[src/rtl/riscv_pkg.sv]
// Shared encodings for the multi-cycle RV32I core: opcodes, ALU/mux selects,
// main-FSM states and the per-state control word.
package riscv_pkg;

    localparam logic [6:0] OP_LOAD   = 7'b0000011;
    localparam logic [6:0] OP_STORE  = 7'b0100011;
    localparam logic [6:0] OP_R      = 7'b0110011;
    localparam logic [6:0] OP_I      = 7'b0010011;
    localparam logic [6:0] OP_BRANCH = 7'b1100011;
    localparam logic [6:0] OP_JAL    = 7'b1101111;
    localparam logic [6:0] OP_JALR   = 7'b1100111;
    localparam logic [6:0] OP_LUI    = 7'b0110111;
    localparam logic [6:0] OP_AUIPC  = 7'b0010111;

    localparam logic [1:0] ALUOP_R   = 2'b00;
    localparam logic [1:0] ALUOP_BR  = 2'b01;
    localparam logic [1:0] ALUOP_ADD = 2'b10;
    localparam logic [1:0] ALUOP_I   = 2'b11;

    localparam logic [1:0] SRCA_PC    = 2'b00;
    localparam logic [1:0] SRCA_OLDPC = 2'b01;
    localparam logic [1:0] SRCA_RS1   = 2'b10;

    localparam logic [1:0] SRCB_RS2  = 2'b00;
    localparam logic [1:0] SRCB_IMM  = 2'b01;
    localparam logic [1:0] SRCB_FOUR = 2'b10;

    localparam logic [1:0] RES_ALUREG = 2'b00;
    localparam logic [1:0] RES_MEM    = 2'b01;
    localparam logic [1:0] RES_ALU    = 2'b10;

    localparam logic [2:0] F3_BEQ  = 3'b000;
    localparam logic [2:0] F3_BNE  = 3'b001;
    localparam logic [2:0] F3_BLT  = 3'b100;
    localparam logic [2:0] F3_BGE  = 3'b101;
    localparam logic [2:0] F3_BLTU = 3'b110;
    localparam logic [2:0] F3_BGEU = 3'b111;

    typedef enum logic [3:0] {
        S_IDLE, S_FETCH, S_DECODE, S_MEM_ADR, S_MEM_RD, S_MEM_WB, S_MEM_WR, S_EXEC_R,
        S_EXEC_I, S_ALU_WB, S_BRANCH, S_JAL, S_JALR, S_LUI, S_AUIPC, S_TRAP
    } state_t;

    // Registered (Moore) part of the control word; the mem_ready/flag terms are added in the top.
    typedef struct packed {
        logic       mem_req;
        logic       mem_we;
        logic       adr_src;
        logic       reg_write;
        logic       pc_write;
        logic       retire;
        logic       halt;
        logic [1:0] alu_op;
        logic [1:0] alu_src_a;
        logic [1:0] alu_src_b;
        logic [1:0] result_src;
    } ctrl_t;

    function automatic state_t decode_next(input logic [6:0] op);
        state_t s;
        case (op)
            OP_LOAD, OP_STORE: s = S_MEM_ADR;
            OP_R:              s = S_EXEC_R;
            OP_I:              s = S_EXEC_I;
            OP_BRANCH:         s = S_BRANCH;
            OP_JAL:            s = S_JAL;
            OP_JALR:           s = S_JALR;
            OP_LUI:            s = S_LUI;
            OP_AUIPC:          s = S_AUIPC;
            default:           s = S_TRAP;
        endcase
        return s;
    endfunction

    function automatic ctrl_t moore_ctrl(input state_t s);
        ctrl_t c;
        c = '0;
        case (s)
            S_FETCH: begin
                c.mem_req    = 1'b1;
                c.alu_src_a  = SRCA_PC;
                c.alu_src_b  = SRCB_FOUR;
                c.alu_op     = ALUOP_ADD;
                c.result_src = RES_ALU;
            end
            S_DECODE: begin
                c.alu_src_a = SRCA_OLDPC;
                c.alu_src_b = SRCB_IMM;
                c.alu_op    = ALUOP_ADD;
            end
            S_MEM_ADR: begin
                c.alu_src_a = SRCA_RS1;
                c.alu_src_b = SRCB_IMM;
                c.alu_op    = ALUOP_ADD;
            end
            S_MEM_RD: begin
                c.mem_req = 1'b1;
                c.adr_src = 1'b1;
            end
            S_MEM_WB: begin
                c.reg_write  = 1'b1;
                c.result_src = RES_MEM;
                c.retire     = 1'b1;
            end
            S_MEM_WR: begin
                c.mem_req = 1'b1;
                c.mem_we  = 1'b1;
                c.adr_src = 1'b1;
            end
            S_EXEC_R: begin
                c.alu_src_a = SRCA_RS1;
                c.alu_src_b = SRCB_RS2;
                c.alu_op    = ALUOP_R;
            end
            S_EXEC_I: begin
                c.alu_src_a = SRCA_RS1;
                c.alu_src_b = SRCB_IMM;
                c.alu_op    = ALUOP_I;
            end
            S_ALU_WB: begin
                c.reg_write  = 1'b1;
                c.result_src = RES_ALUREG;
                c.retire     = 1'b1;
            end
            S_BRANCH: begin
                c.alu_src_a  = SRCA_RS1;
                c.alu_src_b  = SRCB_RS2;
                c.alu_op     = ALUOP_BR;
                c.result_src = RES_ALUREG;
            end
            S_JAL: begin
                c.pc_write   = 1'b1;
                c.result_src = RES_ALUREG;
                c.alu_src_a  = SRCA_OLDPC;
                c.alu_src_b  = SRCB_FOUR;
                c.alu_op     = ALUOP_ADD;
            end
            S_JALR: begin
                c.pc_write   = 1'b1;
                c.result_src = RES_ALU;
                c.alu_src_a  = SRCA_RS1;
                c.alu_src_b  = SRCB_IMM;
                c.alu_op     = ALUOP_ADD;
            end
            S_LUI: begin
                // The datapath forces operand A to zero for LUI.
                c.alu_src_a = SRCA_PC;
                c.alu_src_b = SRCB_IMM;
                c.alu_op    = ALUOP_ADD;
            end
            S_AUIPC: begin
                c.alu_src_a = SRCA_OLDPC;
                c.alu_src_b = SRCB_IMM;
                c.alu_op    = ALUOP_ADD;
            end
            S_TRAP:  c.halt = 1'b1;
            default: c = '0;
        endcase
        return c;
    endfunction

endpackage

[src/rtl/riscv_branch_cond.sv]
// Branch resolution: maps func3 and the SUB flags to taken/legal.
module riscv_branch_cond
    import riscv_pkg::*;
(
    input  logic [2:0] func3,
    input  logic       alu_zero,
    input  logic       alu_lt,
    input  logic       alu_ltu,
    output logic       taken,
    output logic       legal
);

    // NOTE: every output gets a default before the case so no latch is inferred.
    always_comb begin
        taken = 1'b0;
        legal = 1'b1;
        case (func3)
            F3_BEQ:  taken = alu_zero;
            F3_BNE:  taken = !alu_zero;
            F3_BLT:  taken = alu_lt;
            F3_BGE:  taken = !alu_lt;
            F3_BLTU: taken = alu_ltu;
            F3_BGEU: taken = !alu_ltu;
            default: legal = 1'b0;
        endcase
    end

endmodule

[src/rtl/riscv_multicycle_ctrl.sv]
// Main control FSM of the multi-cycle RV32I core: sequences fetch/decode/execute/
// memory/writeback, counts retired instructions and traps on illegal encodings.
module riscv_multicycle_ctrl
    import riscv_pkg::*;
#(
    parameter int INSTRET_W = 32
) (
    input  logic                 clk,
    input  logic                 rst_n,
    input  logic [6:0]           opcode,
    input  logic [2:0]           func3,
    input  logic                 alu_zero,
    input  logic                 alu_lt,
    input  logic                 alu_ltu,
    input  logic                 mem_ready,
    output logic                 mem_req,
    output logic                 mem_we,
    output logic                 adr_src,
    output logic                 ir_write,
    output logic                 pc_write,
    output logic                 reg_write,
    output logic [1:0]           alu_op,
    output logic [1:0]           alu_src_a,
    output logic [1:0]           alu_src_b,
    output logic [1:0]           result_src,
    output logic                 retire,
    output logic [INSTRET_W-1:0] instret,
    output logic                 halt
);

    state_t state, nxt;
    ctrl_t  ctrl_q;
    logic   br_taken, br_legal;

    riscv_branch_cond u_branch_cond (
        .func3    (func3),
        .alu_zero (alu_zero),
        .alu_lt   (alu_lt),
        .alu_ltu  (alu_ltu),
        .taken    (br_taken),
        .legal    (br_legal)
    );

    always_comb begin
        nxt = state;
        case (state)
            S_IDLE:    nxt = S_FETCH;
            S_FETCH:   if (mem_ready) nxt = S_DECODE;
            S_DECODE:  nxt = decode_next(opcode);
            S_MEM_ADR: nxt = (opcode == OP_STORE) ? S_MEM_WR : S_MEM_RD;
            S_MEM_RD:  if (mem_ready) nxt = S_MEM_WB;
            S_MEM_WB:  nxt = S_FETCH;
            S_MEM_WR:  if (mem_ready) nxt = S_FETCH;
            S_EXEC_R, S_EXEC_I, S_JAL, S_JALR, S_LUI, S_AUIPC: nxt = S_ALU_WB;
            S_ALU_WB:  nxt = S_FETCH;
            S_BRANCH:  nxt = br_legal ? S_FETCH : S_TRAP;
            S_TRAP:    nxt = S_TRAP;
            default:   nxt = S_TRAP;
        endcase
    end

    // Control word is registered from the next state, so it is valid from the
    // first cycle of each state and clears asynchronously with rst_n.
    // NOTE: sequential state uses non-blocking assignments only.
    always_ff @(posedge clk or negedge rst_n) begin
        if (!rst_n) begin
            state  <= S_IDLE;
            ctrl_q <= '0;
        end else begin
            state  <= nxt;
            ctrl_q <= moore_ctrl(nxt);
        end
    end

    assign mem_req    = ctrl_q.mem_req;
    assign mem_we     = ctrl_q.mem_we;
    assign adr_src    = ctrl_q.adr_src;
    assign reg_write  = ctrl_q.reg_write;
    assign alu_op     = ctrl_q.alu_op;
    assign alu_src_a  = ctrl_q.alu_src_a;
    assign alu_src_b  = ctrl_q.alu_src_b;
    assign result_src = ctrl_q.result_src;
    assign halt       = ctrl_q.halt;

    // Handshake- and flag-dependent terms stay combinational.
    assign ir_write = (state == S_FETCH) && mem_ready;
    assign pc_write = ctrl_q.pc_write
                    || ((state == S_FETCH) && mem_ready)
                    || ((state == S_BRANCH) && br_legal && br_taken);
    assign retire   = ctrl_q.retire
                    || ((state == S_MEM_WR) && mem_ready)
                    || ((state == S_BRANCH) && br_legal);

    always_ff @(posedge clk or negedge rst_n) begin
        if (!rst_n)
            instret <= '0;
        else if (retire)
            instret <= instret + INSTRET_W'(1);
    end

endmodule
[config.mk]
export PLATFORM = sky130hd
export DESIGN_NAME = riscv_multicycle_ctrl
export DESIGN_NICKNAME = d
export VERILOG_FILES = /design/src/rtl/riscv_pkg.sv /design/src/rtl/riscv_branch_cond.sv /design/src/rtl/riscv_multicycle_ctrl.sv
export SDC_FILE = /design/constraint.sdc
export NUM_CORES = 1
export LEC_CHECK = 0
export ABC_CLOCK_PERIOD_IN_PS = 3100
export CORE_ASPECT_RATIO = 2
export CORE_UTILIZATION = 50
export DETAILED_ROUTE_END_ITERATION = 12
export HOLD_SLACK_MARGIN = 0.05
export PLACE_DENSITY = 0.81
export SKIP_CTS_REPAIR_TIMING = 1
export SYNTH_ARGS = -nofsm -noshare
export SYNTH_HDL_FRONTEND = slang
export SYNTH_HIERARCHICAL = 1
export SYNTH_SLANG_ARGS = --single-unit
[constraint.sdc]
create_clock -name clk -period 3.1 [get_ports clk]
set_clock_uncertainty 0.1 [all_clocks]
set_input_delay 0.93 -clock clk [delete_from_list [all_inputs] [get_ports clk]]
set_output_delay 0.93 -clock clk [all_outputs]
set_load 0.02 [all_outputs]
# After elaboration in Yosys (flattened, before gate mapping)
# Cells that the tools add are included.
dict set report op_classes {
  n_addsub 1
  multipliers 0
  div 0
  order_cmp 0
  eq_ne 44
  shifts 0
  muxes 17
  bitwise_logic 0
  n_reduce_logical 24
}
# operator count
set ops {}
lappend ops {{equality test 4 bit, second input constant} 16}
lappend ops {{case mux 6 bit (8 select lines)} 1}
lappend ops {{case mux 4 bit (9 select lines)} 1}
lappend ops {{adder 32 x 1 -> 32 bit, second input constant} 1}
lappend ops {{equality test 4 x 3 -> 1 bit, second input constant} 8}
lappend ops {{case mux 4 bit (8 select lines)} 1}
lappend ops {{equality test 7 x 6 -> 1 bit, second input constant} 3}
lappend ops {{equality test 7 bit, second input constant} 3}
lappend ops {{equality test 4 x 2 -> 1 bit, second input constant} 4}
lappend ops {{two-way mux 4 bit} 4}
lappend ops {{equality test 7 x 5 -> 1 bit, second input constant} 2}
lappend ops {{OR reduction 2 bit} 7}
lappend ops {{equality test 3 bit, second input constant} 4}
lappend ops {{OR reduction 6 bit} 2}
lappend ops {{equality test 4 x 1 -> 1 bit, second input constant} 2}
lappend ops {{equality test 7 x 2 -> 1 bit, second input constant} 1}
lappend ops {{two-way mux 1 bit} 7}
lappend ops {{case mux 1 bit (6 select lines)} 1}
lappend ops {{OR reduction 3 bit} 2}
lappend ops {{logical AND 1 bit} 4}
lappend ops {{zero test 4 bit} 1}
lappend ops {{logical OR 1 bit} 4}
lappend ops {{case mux 2 bit (2 select lines)} 1}
lappend ops {{equality test 3 x 1 -> 1 bit, second input constant} 1}
lappend ops {{3 further kinds} 5}
dict set report totals {
  ff_bits 50
  latchBits 0
  mem_bits_rw 0
  rom_bits 0
  in_bits 16
  out_inout_bits 48
  wordCells 98
  n_memories 0
}

# Longest topological paths before layout
# Gate-level depths: netlist of the first run.
dict set report logic_depth {
  word_depth 8
  mapped_depth 9
  ltp_nobuf 8
}

# Modules after synthesis
# Netlist of the first run, hierarchy kept.
# module instances cells_per_inst area_each_um2 seq_area_each_um2
set by_module_without_submodules {}
lappend by_module_without_submodules {riscv_multicycle_ctrl 1 248 2591.2 1251.2}
lappend by_module_without_submodules {riscv_branch_cond 1 7 52.6 0.0}

# Worst setup path after synthesis of the first run
# Ideal clock, no wire load.
dict set report synth_path {
  kind {input-to-output}
  startpoint {input port mem_ready}
  endpoint {output port pc_write}
  t_arrival_ns 1.745
  required_ns 2.070
  path_slack_ns 0.325
  cell_stages 4
  n_path_buf 0
  path_cell_list {nand2b_1 -> or3_1 -> inv_1 -> a211o_1}
}
dict set report synth_via {
  elab_chain_cells 3
}
# element line_no
set synth_lines {}
lappend synth_lines {{start: declaration} riscv_multicycle_ctrl.sv:15} ;# input logic mem_ready,
lappend synth_lines {{logical AND 1 bit} --}
lappend synth_lines {{via ir_write} riscv_multicycle_ctrl.sv:19} ;# output logic ir_write,
lappend synth_lines {{logical OR 1 bit} riscv_multicycle_ctrl.sv:88} ;# || ((state == S_FETCH) && mem_ready)
lappend synth_lines {{logical OR 1 bit} riscv_multicycle_ctrl.sv:89} ;# || ((state == S_BRANCH) && br_legal && br_taken);
lappend synth_lines {{end: declaration} riscv_multicycle_ctrl.sv:20} ;# output logic pc_write,
# The timed path passes the listed nets, and every way through them passes these cells.

# Final worst setup path of the first run
dict set report layout_path {
  startpoint {input port func3[0]}
  endpoint {output port pc_write}
}
dict set report layout_via {
  elab_cells_between_ends 12
  classes_between {eq/ne: 5; mux: 2; reduce/logical: 5}
}
# element line_no
set layout_rtl {}
lappend layout_rtl {{start: declaration} riscv_multicycle_ctrl.sv:11} ;# input logic [2:0] func3,
lappend layout_rtl {{equality test 3 bit, or another cell as far along} riscv_branch_cond.sv:17} ;# case (func3)
lappend layout_rtl {{case mux 1 bit (6 select lines) *} riscv_branch_cond.sv:17}
lappend layout_rtl {{via br_taken} riscv_multicycle_ctrl.sv:33} ;# logic br_taken, br_legal;
lappend layout_rtl {{logical AND 1 bit *} riscv_multicycle_ctrl.sv:89}
lappend layout_rtl {{logical OR 1 bit *} riscv_multicycle_ctrl.sv:89}
# Mark *: on every way through the listed nets, which the timed path passes. The rest lies on a longest branch.

==> impl_metrics.json, run 1 <==
{
  "numCtsBuffers": 5,
  "port_buffers": 63,
  "crit_path_start_kind": "primary input",
  "syn2layout_area_growth_pct": 33.9,
  "ys_ff_latch": 50,
  "grt_usage_pct": 22.8,
  "cp.required_ns": 2.07,
  "first_pass_iters": 5,
  "yosysMostFrequentCell": "dfrtp_1",
  "final_util_pct": 69.5,
  "clock-root-buffer": "clkbuf_8",
  "max_freq_mhz": 331,
  "tightest_slew_ns": 0.602,
  "drc_errors": 0,
  "ant_nets": 0,
  "cts_tree": "done",
  "drive_gt1_share_pct": 17.9,
  "clock_latency_ns": 0.30,
  "dp_hpwl_mm": 4.44,
  "pre_cts_slack_ns": -0.682,
  "hold_class": "reg -> reg",
  "grt_max_degree": 51,
  "crit_type": "in -> out",
  "antenna_found_initial": 0,
  "synth_cells": 255,
  "grt_pass1_vias": 2146,
  "p_leak_nw": 1.68,
  "clock_path_buffers": 2,
  "maxCapViolCount": 0,
  "place_inst": 386,
  "ys_seq_area_share_pct": 47.3,
  "gp_congestion": 0.863,
  "coreArea_um2": 5090,
  "max-slew-margin-rel_pct": 59.9,
  "clock-sinks": 50,
  "htreeDepth": 2,
  "synth_common_cells": "dfrtp_1, nand2_1, xnor2_1",
  "irDropWorstVdd_uv": 455,
  "synth_edf_count": 0,
  "die_area_um2": 5600,
  "grt_overflow_total": 0,
  "initial_utilization_pct": 51.9,
  "setup_ws_ns": 0.0746,
  "dr.first_iter.drc_count": 57,
  "fin_crit_sh_pct": 97.6,
  "crit_path_end_kind": "output port",
  "fill_cells": 409,
  "yosys_warnings": 6,
  "die-height_um": 105,
  "setup_viol": 0,
  "fp.dieW_um": 53.4,
  "synth_cell_types": 58,
  "outcome": "complete, no violations",
  "slew_viol_final": 0,
  "wl_mm": 5.75,
  "synth_ff_type": "dfrtp_1",
  "syn_avg_cell_area_um2": 10.4,
  "wl_per_cell_um": 14.6,
  "crit_fanout": 3,
  "netlist_top_cells_area": "dfrtp_1, xnor2_1, xor2_1",
  "synth_top_area_cell": "dfrtp_1",
  "grt_pass1_wl_mm": 9.54,
  "grt_setup_unrepaired": "no",
  "path_clk_slew_ns": 0.09,
  "synth_top_area_share_pct": 47.3,
  "powerDensity_nw_per_um2": 632,
  "syn_area_um2": 2640,
  "placed_cell_area_um2": 3420,
  "fin_nets": 352,
  "finalHoldViolCount": 0,
  "period_needed_ns": 3.03,
  "async_flop_share_pct": 100,
  "num_vias": 2172,
  "io_pins": 64,
  "final_area_um2": 3540,
  "cp.arrival_ns": 2.00,
  "diodes": 0,
  "row_count": 37,
  "vias_per_cell": 5.53,
  "syn_nets": 272,
  "fin_cells": 393
}
[sequential cells by signal, indices dropped and copies added (netlist names)]
name,flops
mem_req,1
mem_we,1
adr_src,1
halt,1
result_src,2
alu_src_b,2
instret,32
alu_src_a,2
state,4
alu_op,2
ctrl_q,2
[critical path: stages]
cell and delay [ns]:
dlymetal6s2s_1 0.17, xor2_1 0.18, mux2i_1 0.18, o21ai_2 0.10, a211o_1 0.31, buf_6 0.14
[per-stage QoR]
step           hold WS [ns]  TNS (ns)  total power [mW]
2_1_floorplan         0.406         0              1.49
3_3_place_gp          0.360     -2.74              1.86
3_5_place_dp          0.372     -3.08              1.88
4_1_cts               0.388     -1.83              2.23
5_1_grt               0.403         0              2.38
6_report              0.385         0              2.24
[routing by layer]
layer  part of all wire, %  GRT usage, %  up-vias
met1                    34          21.9     1061
met5                     0             0        -
met3                   3.1          3.20       13
li1                      -             -     1037
met4                   2.5          10.2        0
met2                    60          43.7       61
[placed cells by master (no fill, tap or decap), drive strengths merged, types with 2 or more instances in the layout]
cell           netlist  layout
nor2                17      17
buf                 16      30
or2                  2       2
or3                  3       3
nand3               12      12
xnor2               22      22
dfrtp               50      50
clkinv               0       2
clkdlybuf4s50        0      52
or3b                 4       4
o21ai                5       5
nand4b               2       2
nor3                 7       7
nand2               22      22
xor2                14      14
clkbuf               1       5
nand3b               5       5
nor4b                3       3
nand4                4       4
dlymetal6s2s         0       8
and3                 7       7
a21oi               12      12
and4                 3       3
and2                 3       3
inv                  7       7
or4b                 2       2
nand2b               9       9
[kinds of logic after synthesis]
family | after synthesis | share of synthesized area [%]
buffers and inverters | 24 | 6.06
multiplexers | 2 | 0.805
AND/OR/NAND/NOR | 111 | 24.8
adder cells (fa/ha/maj) | 1 | 0.473
flip-flops | 50 | 47.3
AO/OA/AOI/OAI | 31 | 8.61
XOR/XNOR | 36 | 11.9
[final timing paths]
path	end	startpoint	cells after the start	slack, ns
max	pc_write	func3[0]	6	0.07
min	instret[27]	instret[27]	1	0.39
max reg2reg	alu_op[1]	state[1]	8	0.80
min reg2reg	instret[27]	instret[27]	1	0.39
max in group asynchronous	instret[16]	rst_n	2	1.88
min in group asynchronous	instret[10]	rst_n	2	0.61
[report_power, final]
| part | total, mW | internal (mW) | leakage, nW | switching, mW |
|---|---|---|---|---|
| Sequential | 0.837 | 0.759 | 0.668 | 0.0788 |
| Clock | 0.355 | 0.152 | 0.0438 | 0.203 |
| Combinational | 1.04 | 0.505 | 0.973 | 0.540 |
[layout make-up]
type / instances / area (um^2) / area share (%)
Clock buffer: 5 / 68.8 / 1.94
Clock inverter: 2 / 10.0 / 0.283
Inverter: 7 / 26.3 / 0.742
Multi-Input combinational cell: 181 / 1250 / 35.4
Sequential cell: 50 / 1250 / 35.3
Tap cell: 58 / 72.6 / 2.05
Timing Repair Buffer: 90 / 857 / 24.2
Note: power is estimated with default switching activity, not from simulation.
==> run 2, diff against run 1 <==
- SLEW_MARGIN: not set -> 10
==> results of run 2 <==
Final layout, timing and power as in run 1 (identical DEF).
